--- config.mk ---
export PLATFORM = sky130hd
export DESIGN_NAME = ipv4_rx_dmux
export DESIGN_NICKNAME = d
export VERILOG_FILES = /design/src/rtl/ip_vlg_pkg.sv /design/src/rtl/rx_dly_line.sv /design/src/rtl/ipv4_rx_dmux.sv
export SDC_FILE = /design/constraint.sdc
export NUM_CORES = 1
export LEC_CHECK = 0
export CAP_MARGIN = 30
export CORE_UTILIZATION = 45
export CTS_CLUSTER_SIZE = 30
export DETAILED_ROUTE_END_ITERATION = 10
export GPL_TIMING_DRIVEN = 0
export PLACE_DENSITY = 0.75
export SLEW_MARGIN = 20
export SYNTH_ARGS = -nofsm -noshare
export SYNTH_HDL_FRONTEND = slang
export SYNTH_HIERARCHICAL = 1
export SYNTH_SLANG_ARGS = --single-unit
--- constraint.sdc ---
create_clock -name clk -period 9.6 [get_ports clk]
set_input_delay 2.4 -clock clk [delete_from_list [all_inputs] [get_ports clk]]
set_output_delay 2.4 -clock clk [all_outputs]
set_load 0.02 [all_outputs]
--- src/rtl/ip_vlg_pkg.sv ---
// ---------------------------------------------------------------------------
// ip_vlg_pkg
// Shared definitions for the IPv4 receive dispatcher:
//   - IPv4 protocol numbers and the limited-broadcast address
//   - rx_sel_t, the one-hot consumer select (bit0 ICMP, bit1 UDP, bit2+i TCP i),
//     sized for the largest supported TCP fan-out
//   - delay-line depth and packed delay-word width
//   - dispatcher FSM state encoding
// ---------------------------------------------------------------------------
package ip_vlg_pkg;

  localparam logic [7:0]  PROTO_ICMP = 8'd1;
  localparam logic [7:0]  PROTO_UDP  = 8'd17;
  localparam logic [7:0]  PROTO_TCP  = 8'd6;
  localparam logic [31:0] IPV4_BCAST = 32'hFFFF_FFFF;

  localparam int MAX_TCP   = 8;
  localparam int DLY_DEPTH = 4;
  // Delay word layout: {d[7:0], v, sof, eof, err}
  localparam int DLY_W     = 12;

  typedef logic [MAX_TCP+1:0] rx_sel_t;

  localparam rx_sel_t SEL_ICMP = rx_sel_t'(1);
  localparam rx_sel_t SEL_UDP  = rx_sel_t'(2);

  typedef enum logic [1:0] {
    ST_IDLE    = 2'd0,
    ST_COLLECT = 2'd1,
    ST_ROUTE   = 2'd2,
    ST_DROP    = 2'd3
  } rx_state_e;

endpackage

--- src/rtl/rx_dly_line.sv ---
// ---------------------------------------------------------------------------
// rx_dly_line
// Fixed-depth shift register that free-runs every clock; gaps in the input
// stream therefore reappear unchanged at the output.
// Ports:
//   clk, rst     clock, asynchronous active-low reset (clears every stage)
//   i_din        word entering stage 1
//   i_s1_or      bits ORed into the stage-1 word as it moves to stage 2,
//                used to force flags onto the byte already in flight
//   o_last       last stage (the delayed word)
// ---------------------------------------------------------------------------
module rx_dly_line #(
  parameter int WIDTH = 12,
  parameter int DEPTH = 4
) (
  input  logic             clk,
  input  logic             rst,
  input  logic [WIDTH-1:0] i_din,
  input  logic [WIDTH-1:0] i_s1_or,
  output logic [WIDTH-1:0] o_last
);

  logic [WIDTH-1:0] r_stg [DEPTH];

  // Plain shift chain; the only twist is the OR mask applied between
  // stage 1 and stage 2.
  always_ff @(posedge clk or negedge rst) begin
    if (!rst) begin
      for (int k = 0; k < DEPTH; k++) r_stg[k] <= '0;
    end else begin
      r_stg[0] <= i_din;
      r_stg[1] <= r_stg[0] | i_s1_or;
      for (int k = 2; k < DEPTH; k++) r_stg[k] <= r_stg[k-1];
    end
  end

  assign o_last = r_stg[DEPTH-1];

endmodule

--- src/rtl/ipv4_rx_dmux.sv ---
// ---------------------------------------------------------------------------
// ipv4_rx_dmux
// Classifies each received IPv4 payload (ICMP, UDP, or TCP by destination
// port) and forwards it, delayed by a fixed 4 cycles, to exactly one consumer.
// Unowned, short-TCP and aborted packets are counted in a saturating counter.
// Ports:
//   clk, rst          clock, asynchronous active-low reset
//   dev_ipv4          local IPv4 address
//   tcp_port          N_TCP x 16-bit local ports, 0 = instance closed
//   in_d/v/sof/eof/err  payload byte stream from the IPv4 parser
//   in_proto, in_dst_ipv4  header fields, stable for the whole packet
//   out_d/sof/eof/err delayed stream shared by all consumers
//   out_v             one-hot valid: bit0 ICMP, bit1 UDP, bit2+i TCP i
//   drop_cnt          saturating dropped/aborted packet count
// ---------------------------------------------------------------------------
module ipv4_rx_dmux
  import ip_vlg_pkg::*;
#(
  parameter int N_TCP = 1
) (
  input  logic               clk,
  input  logic               rst,
  input  logic [31:0]        dev_ipv4,
  input  logic [N_TCP*16-1:0] tcp_port,
  input  logic [7:0]         in_d,
  input  logic               in_v,
  input  logic               in_sof,
  input  logic               in_eof,
  input  logic               in_err,
  input  logic [7:0]         in_proto,
  input  logic [31:0]        in_dst_ipv4,
  output logic [7:0]         out_d,
  output logic [N_TCP+1:0]   out_v,
  output logic               out_sof,
  output logic               out_eof,
  output logic               out_err,
  output logic [15:0]        drop_cnt
);

  localparam int SW = N_TCP + 2;
  typedef logic [SW-1:0] sel_t;

  rx_state_e        r_state, w_state_nxt;
  logic [1:0]       r_idx;
  logic [7:0]       r_port_hi;
  // Decision queue: one slot per sof in flight through the delay line.
  // At most 4 packets can be between classification and the output.
  sel_t             r_q_sel [4];
  logic [3:0]       r_q_rdy;
  logic [1:0]       r_wp, r_rp, r_tcp_slot;
  logic             r_tcp_pend;
  sel_t             r_sel;
  logic [15:0]      r_drop;

  logic             w_push, w_push_rdy, w_resolve, w_abort, w_tcp_start;
  sel_t             w_push_sel, w_resolve_sel, w_match, w_head, w_sel_now;
  logic [1:0]       w_inc;
  logic             w_addr_ok, w_pop, w_pop_late;
  logic [15:0]      w_port;
  logic [16:0]      w_sum;
  logic [DLY_W-1:0] w_din, w_s1_or, w_last;

  assign w_addr_ok = (in_dst_ipv4 == dev_ipv4) || (in_dst_ipv4 == IPV4_BCAST);
  assign w_din     = {in_d, in_v, in_v & in_sof, in_v & in_eof, in_v & in_err};
  assign w_s1_or   = {{(DLY_W-2){1'b0}}, w_abort, w_abort};

  rx_dly_line #(.WIDTH(DLY_W), .DEPTH(DLY_DEPTH)) u_dly (
    .clk     (clk),
    .rst     (rst),
    .i_din   (w_din),
    .i_s1_or (w_s1_or),
    .o_last  (w_last)
  );

  // Port match: iterate high to low so the lowest matching instance wins.
  always_comb begin
    w_port  = {r_port_hi, in_d};
    w_match = '0;
    for (int i = N_TCP - 1; i >= 0; i--) begin
      if (tcp_port[i*16 +: 16] == w_port && tcp_port[i*16 +: 16] != 16'd0) begin
        w_match        = '0;
        w_match[i + 2] = 1'b1;
      end
    end
  end

  // Next-state and queue/counter controls. A sof always enqueues one
  // decision; TCP enqueues a pending entry that is completed at byte 3,
  // at a short eof, or when the packet is aborted.
  always_comb begin
    w_state_nxt   = r_state;
    w_push        = 1'b0;
    w_push_sel    = '0;
    w_push_rdy    = 1'b1;
    w_resolve     = 1'b0;
    w_resolve_sel = '0;
    w_abort       = 1'b0;
    w_tcp_start   = 1'b0;
    w_inc         = 2'd0;
    if (in_v && in_sof) begin
      w_push = 1'b1;
      if (r_state != ST_IDLE) begin
        w_abort = 1'b1;
        if (r_state == ST_COLLECT) w_resolve = 1'b1;
        if (r_state != ST_DROP)    w_inc = 2'd1;
      end
      if (!w_addr_ok) begin
        w_state_nxt = ST_DROP;
      end else begin
        case (in_proto)
          PROTO_ICMP: begin w_state_nxt = ST_ROUTE; w_push_sel = SEL_ICMP[SW-1:0]; end
          PROTO_UDP:  begin w_state_nxt = ST_ROUTE; w_push_sel = SEL_UDP[SW-1:0];  end
          PROTO_TCP:  begin w_state_nxt = ST_COLLECT; w_push_rdy = 1'b0; w_tcp_start = 1'b1; end
          default:    w_state_nxt = ST_DROP;
        endcase
      end
      if (w_state_nxt == ST_DROP) w_inc = w_inc + 2'd1;
      if (in_eof) begin
        // A one-byte TCP payload can never carry a port.
        if (w_tcp_start) begin
          w_tcp_start = 1'b0;
          w_push_rdy  = 1'b1;
          w_inc       = w_inc + 2'd1;
        end
        w_state_nxt = ST_IDLE;
      end
    end else if (in_v) begin
      case (r_state)
        ST_COLLECT: begin
          if (r_idx == 2'd3) begin
            w_resolve     = 1'b1;
            w_resolve_sel = w_match;
            w_state_nxt   = (w_match == '0) ? ST_DROP : ST_ROUTE;
            if (w_match == '0) w_inc = 2'd1;
            if (in_eof) w_state_nxt = ST_IDLE;
          end else if (in_eof) begin
            w_resolve   = 1'b1;
            w_inc       = 2'd1;
            w_state_nxt = ST_IDLE;
          end
        end
        ST_ROUTE, ST_DROP: if (in_eof) w_state_nxt = ST_IDLE;
        default: ;
      endcase
    end
  end

  // Output select: a delayed sof takes its decision from the queue head.
  // A TCP decision that is still unresolved at that point (header bytes
  // arrived with gaps) yields no consumer, and the late resolve is ignored.
  assign w_pop      = w_last[3] & w_last[2];
  assign w_head     = r_q_rdy[r_rp] ? r_q_sel[r_rp] : '0;
  assign w_pop_late = w_pop && !r_q_rdy[r_rp] && r_tcp_pend && (r_tcp_slot == r_rp);
  assign w_sel_now  = w_pop ? w_head : r_sel;
  assign w_sum      = {1'b0, r_drop} + {15'd0, w_inc};

  // State, header capture, decision queue, select and drop counter.
  always_ff @(posedge clk or negedge rst) begin
    if (!rst) begin
      r_state    <= ST_IDLE;
      r_idx      <= 2'd0;
      r_port_hi  <= 8'd0;
      for (int k = 0; k < 4; k++) r_q_sel[k] <= '0;
      r_q_rdy    <= 4'd0;
      r_wp       <= 2'd0;
      r_rp       <= 2'd0;
      r_tcp_slot <= 2'd0;
      r_tcp_pend <= 1'b0;
      r_sel      <= '0;
      r_drop     <= 16'd0;
    end else begin
      r_state <= w_state_nxt;
      if (in_v && in_sof)                 r_idx <= 2'd1;
      else if (in_v && r_idx != 2'd3)     r_idx <= r_idx + 2'd1;
      if (in_v && !in_sof && r_state == ST_COLLECT && r_idx == 2'd2) r_port_hi <= in_d;
      if (w_push) begin
        r_q_sel[r_wp] <= w_push_sel;
        r_q_rdy[r_wp] <= w_push_rdy;
        r_wp          <= r_wp + 2'd1;
      end
      if (w_resolve && r_tcp_pend) begin
        r_q_sel[r_tcp_slot] <= w_resolve_sel;
        r_q_rdy[r_tcp_slot] <= 1'b1;
      end
      if (w_tcp_start) begin
        r_tcp_slot <= r_wp;
        r_tcp_pend <= 1'b1;
      end else if (w_resolve || w_pop_late) begin
        r_tcp_pend <= 1'b0;
      end
      if (w_pop) r_rp <= r_rp + 2'd1;
      if (w_last[3] && w_last[1]) r_sel <= '0;
      else                        r_sel <= w_sel_now;
      r_drop <= w_sum[16] ? 16'hFFFF : w_sum[15:0];
    end
  end

  assign out_d    = w_last[11:4];
  assign out_sof  = w_last[2];
  assign out_eof  = w_last[1];
  assign out_err  = w_last[0];
  assign out_v    = w_sel_now & {SW{w_last[3]}};
  assign drop_cnt = r_drop;

endmodule

# After elaboration in Yosys (flattened, before gate mapping)
# Index checks and enable logic that the tools add are counted.
# totals
output_inout_bits	30
regBits	102
word_cells	168
# op_classes
n_addsub	6
n_eq_ne	15
bitwise	10
n_reduce_logical	29
n_mux	80
n_lt_le_gt_ge	10
# ops
operator	count
2-to-1 mux 2 bit	21
2-to-1 mux 3 bit	12
== test 32 bit	1
== test 32 bit, second input constant	1
2-to-1 mux 1 bit	30
bitwise mux 12 bit	2
2-to-1 mux 12 bit	2
adder 16 x 2 -> 17 bit	1
== test 16 bit	1
2-to-1 mux 16 bit	1
nonzero test 16 bit	1
logical AND 1 bit	15
demux 3 bit (select 2 bit)	2
OR 12 x 2 -> 12 bit	1
one-hot mux 2 bit (2 select lines)	3
adder 2 x 1 -> 2 bit, second input constant	5
== test 2 bit, second input constant	5
greater-or-equal comparator 3 bit, second input constant	3
< comparator 2 x 3 -> 1 bit, second input constant	3
NOT 2 -> 3 bit	3
== test 8 x 1 -> 1 bit, second input constant	1
== test 8 x 3 -> 1 bit, second input constant	1
== test 8 x 5 -> 1 bit, second input constant	1
2-to-1 mux 4 bit	2
other kinds (19)	32

# Longest topological paths before layout
# logic_depth
ltp_word	14
depth_mapped	22

# Cells and area by module
# The synthesis kept the hierarchy.
# by_module_without_submodules
mod	area_each_um2	cells_each	n_inst
ipv4_rx_dmux	3619.7	387	1
rx_dly_line	1366.3	72	1

# Worst setup path after synthesis
# Ideal clock, no wire load.
# synth_timing
path_kind	input to register
start	input dev_ipv4[28]
end	register r_drop[6] (netlist: drop_cnt[6])
setup_slack_ps	3507
n_path_buf	2
required_time_ps	9534
stages	21
setup_time_ps	66
arrival_time_ps	6028
cell_sequence	xor2_1 nor4_1 nand4_1 o21ai_4 buf_6 o21a_1 inv_2 ha_1 inv_1 a311o_1 nand2_1 ha_1 inv_1 fa_1 and3b_1 nand3_2 nor3_4 nand3_1 or2_1 buf_6 nand2_1
# synth_between
elab_chain_len	13
# synth_rtl
element	line_no	source
start: declaration	ipv4_rx_dmux.sv:23	input logic [31:0] dev_ipv4,
== test 32 bit (*)	ipv4_rx_dmux.sv:63	assign w_addr_ok = (in_dst_ipv4 == dev_ipv4) || (in_dst_ipv4 == IPV4_BCAST);
logical OR 1 bit (*)	ipv4_rx_dmux.sv:63	
2-to-1 mux 2 bit	ipv4_rx_dmux.sv:107	if (!w_addr_ok) begin
2-to-1 mux 2 bit	ipv4_rx_dmux.sv:100	if (in_v && in_sof) begin
== test 2 bit	ipv4_rx_dmux.sv:117	if (w_state_nxt == ST_DROP) w_inc = w_inc + 2'd1;
2-to-1 mux 2 bit	ipv4_rx_dmux.sv:117	
2-to-1 mux 2 bit	ipv4_rx_dmux.sv:100	
adder 2 x 1 -> 2 bit	ipv4_rx_dmux.sv:123	w_inc = w_inc + 2'd1;
2-to-1 mux 2 bit	ipv4_rx_dmux.sv:120	if (w_tcp_start) begin
2-to-1 mux 2 bit (*)	ipv4_rx_dmux.sv:118	if (in_eof) begin
2-to-1 mux 2 bit (*)	ipv4_rx_dmux.sv:100	
adder 16 x 2 -> 17 bit (*)	ipv4_rx_dmux.sv:155	assign w_sum = {1'b0, r_drop} + {15'd0, w_inc};
2-to-1 mux 16 bit (*)	ipv4_rx_dmux.sv:194	r_drop <= w_sum[16] ? 16'hFFFF : w_sum[15:0];
end signal: assignment	ipv4_rx_dmux.sv:194	
end: declaration	ipv4_rx_dmux.sv:53	logic [15:0] r_drop;
# Every way passes the cells marked *; elsewhere a longest branch is shown, timed or not. The select of a mux whose other input is x is not followed.
# A chain may end at the register's enable or synchronous reset.

# Final worst setup path
# layout_timing
start	input in_dst_ipv4[16]
end	register r_drop[6] (netlist: drop_cnt[6])
# layout_between
elab_chain_len	13
# layout_rtl
element	line_no	source
start: declaration	ipv4_rx_dmux.sv:31	input logic [31:0] in_dst_ipv4,
== test 32 bit	ipv4_rx_dmux.sv:63	
logical OR 1 bit (*)	ipv4_rx_dmux.sv:63	
2-to-1 mux 2 bit	ipv4_rx_dmux.sv:107	
2-to-1 mux 2 bit	ipv4_rx_dmux.sv:100	
== test 2 bit	ipv4_rx_dmux.sv:117	
2-to-1 mux 2 bit	ipv4_rx_dmux.sv:117	
2-to-1 mux 2 bit	ipv4_rx_dmux.sv:100	
adder 2 x 1 -> 2 bit	ipv4_rx_dmux.sv:123	
2-to-1 mux 2 bit	ipv4_rx_dmux.sv:120	
2-to-1 mux 2 bit (*)	ipv4_rx_dmux.sv:118	
2-to-1 mux 2 bit (*)	ipv4_rx_dmux.sv:100	
adder 16 x 2 -> 17 bit (*)	ipv4_rx_dmux.sv:155	
2-to-1 mux 16 bit (*)	ipv4_rx_dmux.sv:194	
# Marked as above.

==> flow_metrics.env <==
export IMPL_antenna_found_initial=0
export IMPL_async_flop_share_pct=100.0
export IMPL_synth_compound_area_share_pct=5.094
export IMPL_yosysWarnings=6
export IMPL_routedWlPerCell_um=14.27
export IMPL_cts_root_buf="clkbuf_8"
export IMPL_maxCapViolations=0
export IMPL_setup_ws_ps=2834
export IMPL_holdPathEnd="u_dly/r_stg[18]"
export IMPL_hold_path_class="flop to flop"
export IMPL_rsz0062_at_grt="no"
export IMPL_p_switching_mw=0.3486
export IMPL_wl_met2_um=5469
export IMPL_gp_congestion=0.9264
export IMPL_crit_buf_inv=6
export IMPL_yosys_register_bits=102
export IMPL_drt_initial_drc_count=228
export IMPL_routed_wl_um=10780
export IMPL_nNetsFinal=727
export IMPL_io_buffers=130
export IMPL_reg2reg_to="drop_cnt[6]"
export IMPL_syn_avg_cell_area_um2=10.86
export IMPL_synth_top_family_by_area="simple AND/OR/NAND/NOR gates"
export IMPL_finalInstanceArea_mm2=0.006716
export IMPL_cts_buffers_inserted=9
export IMPL_power_mw=1.102
export IMPL_area_delta_synth_final_pct=34.71
export IMPL_cp_max_fo=10
export IMPL_grt_usage_pct=19.41
export IMPL_num_rows=38
export IMPL_antenna_left=0
export IMPL_cts_tree="yes"
export IMPL_r2r_slack_ps=5990
export IMPL_worst_setup_path_start_kind="input pin"
export IMPL_ys_flop_type="dfrtp_1"
export IMPL_hold_depth=0
export IMPL_cp_arrival_ps=7070
export IMPL_cts_setup_buffers=0
export IMPL_cellPowerDensity_mw_per_mm2=164.0
export IMPL_cp_slowest_cell="clkdlybuf4s50_1"
export IMPL_path_delay_family="simple AND/OR/NAND/NOR gates"
export IMPL_max_freq_mhz=147.8
export IMPL_period_share_pct=70.48
export IMPL_fill_cells=856
export IMPL_start_util_pct=45.99
export IMPL_ctsHoldBuffers=0
export IMPL_crit_type="input pin to flop"
export IMPL_muxShareOfSynthArea_pct=5.119
export IMPL_clk_latency_ps=370
export IMPL_dpl_cell_area_mm2=0.006525
export IMPL_max_stage_delay_ps=440
export IMPL_overflow=0
export IMPL_whs_ps=351.2
export IMPL_finalSetupViolations=0
export IMPL_synth_xor_xnor_area_share_pct=11.24
export IMPL_dr_pass1_iters=4
export IMPL_combPwrFrac_pct=28.8
export IMPL_p_seq_share_pct=47.8
export IMPL_dp_hpwl_um=8598
export IMPL_r2r_start="r_state[0]"
export IMPL_swShare_pct=31.64
export IMPL_grt_pass1_vias=3696
export IMPL_pwr_share_clk_pct=23.4
export IMPL_core_area_mm2=0.01084
export IMPL_clockBufferDepth=2
export IMPL_synthCells=459
export IMPL_via_count=3857
export IMPL_die_y_um=107.3
export IMPL_yosys_area_share_simple_pct=18.82
export IMPL_remaining_drc_errors=0
export IMPL_status="completed"
export IMPL_maxSlewHeadroom_pct=62.88
export IMPL_synth_distinct_cells=53
export IMPL_met1Wirelength_um=4489
export IMPL_h_tree_depth=3
export IMPL_drive_above_1_share_pct=9.431
export IMPL_p_int_mw=0.7532
export IMPL_die_w_um=107.3
export IMPL_crit_required_ps=9910
export IMPL_die_area_mm2=0.01150
export IMPL_crit_path_cell_trace="clkdlybuf4s50_1 > xor2_1 > nor4_1 > nand4_1 > o21ai_4 > buf_6 > o21a_1 > inv_2 > ha_1 > inv_1 > a311o_1 > nand2_1 > ha_1 > inv_1 > fa_1 > and3b_1 > nand3_2 > nor3_4 > nand3_1 > or2_1 > buf_6 > nand2_1"
export IMPL_clkSinkCount=102
export IMPL_vias_per_cell=5.109
export IMPL_period_minus_slack_ps=6766
export IMPL_tightest_slew_ps=549.6
export IMPL_hold_viol_final=0
export IMPL_skew_ps=8.091
export IMPL_synth_fa_ha_area_share_pct=3.915
export IMPL_leakage_nw=2.906
export IMPL_fin_tns_setup_ps=0
export IMPL_routed_top_layer="met4"
export IMPL_path_clk_slew_ps=100
export IMPL_cts_resized=0
export IMPL_ys_seq_area_share_pct=51.19
export IMPL_r2r_cells=16
export IMPL_pre_cts_ws_ps=2455
export IMPL_io_pins=132
export IMPL_cp_num_cells=22
export IMPL_route_met3_wl_um=528
export IMPL_grt_max_degree=71
export IMPL_syn_cell_area_mm2=0.004986
export IMPL_synth_edff_count=0
export IMPL_grt_pass1_wl_um=17160
export IMPL_hp_start="u_dly/r_stg[30]"
export IMPL_antenna_cells=0
export IMPL_finalMaxSlewViolations=0
export IMPL_worstSetupEndpointType="flop"
export IMPL_ir_worst_vdd_mv=0.09342
flip-flops by register name, indices dropped and copies added (netlist names), 3 cells and up:
signal and cells:
u_dly/r_stg 36, drop_cnt 16, r_q_sel 12, u_dly/o_last 12, r_port_hi 8, r_q_rdy 4, r_sel 3
through the flow:
| stage | cells | util (%) |
|---|---|---|
| 2_1_floorplan | 468 | - |
| 3_3_place_gp | 738 | 59.93 |
| 3_5_place_dp | 739 | 60.19 |
| 4_1_cts | 755 | 61.96 |
| 5_1_grt | 755 | 61.96 |
| 6_report | 755 | 61.96 |
area by class of cell:
cell class                      instances  area (µm²)  area share [%]
Buffer                                 24       155.1           2.310
Clock buffer                           10       137.6           2.049
Clock inverter                          6       53.80          0.8010
Inverter                               19       71.32           1.062
Multi-Input combinational cell        323        2241           33.36
Sequential cell                       102        2552           38.00
Tap cell                              140       175.2           2.608
Timing Repair Buffer                  131        1330           19.80
synth_stat cells (3+ instances only):
master      n  area share (%)
nand3_1    17             1.7
mux2_2      8             1.8
inv_1      18             1.4
nor2b_1     4            0.50
mux2i_1     3            0.60
and3_1      3            0.38
or2_1      16             2.0
ha_1       14             3.5
nor2_1     25             1.9
clkbuf_1    6            0.45
xor2_1     41             7.2
nor3_1      5            0.50
nand2_1    48             3.6
o21ai_0     3            0.30
dfrtp_1   102              51
nand4_1    20             2.5
buf_2       4            0.40
xnor2_1    23             4.0
mux4_2      4             1.8
nor3b_1     3            0.45
nor4_1     17             2.1
buf_4      12             1.8
a21oi_1    21             2.1
mux2_4      3            0.90
and2_1      6            0.75
placed cells by master (no fill, tap or decap), types with 10 or more instances in the layout:
| master | instances |
|---|---|
| or2_1 | 16 |
| dfrtp_1 | 102 |
| buf_4 | 12 |
| nand2_1 | 48 |
| clkdlybuf4s50_1 | 129 |
| nand3_1 | 17 |
| xor2_1 | 41 |
| inv_1 | 18 |
| nor2_1 | 25 |
| ha_1 | 14 |
| nand4_1 | 20 |
| nor4_1 | 17 |
| conb_1 | 10 |
| xnor2_1 | 23 |
| a21oi_1 | 21 |
| clkbuf_8 | 10 |
metal layers:
metal / vias up / GRT usage (%)
li1: 1852 / -
met1: 1840 / 22.97
met2: 144 / 34.52
met3: 21 / 3.390
met4: 0 / 8.513
met5: - / 0
cell families after synthesis:
logic type,after synthesis
fa+ha+maj,15
buf+inv,43
flops,102
mux,18
compound gates,40
other cells,1
xor+xnor,64
simple gates,176
worst max-delay path by stage:
stage | start | endpoint
floorplan | dev_ipv4[28] | drop_cnt[6]
global placement | rst | r_sel[0]
detailed placement | in_dst_ipv4[16] | drop_cnt[6]
CTS | in_dst_ipv4[16] | drop_cnt[6]
global route | in_dst_ipv4[16] | drop_cnt[3]
finish | in_dst_ipv4[16] | drop_cnt[6]
power groups by stage:
stage	registers, mW	logic [mW]	clock network [mW]
final	0.527	0.318	0.258
after global routing	0.534	0.354	0.282
after CTS	0.526	0.320	0.264
after detailed placement	0.535	0.318	0
after global placement	0.531	0.304	0
after floorplan	0.539	0.174	0
Power figures use the tool's default switching activity.
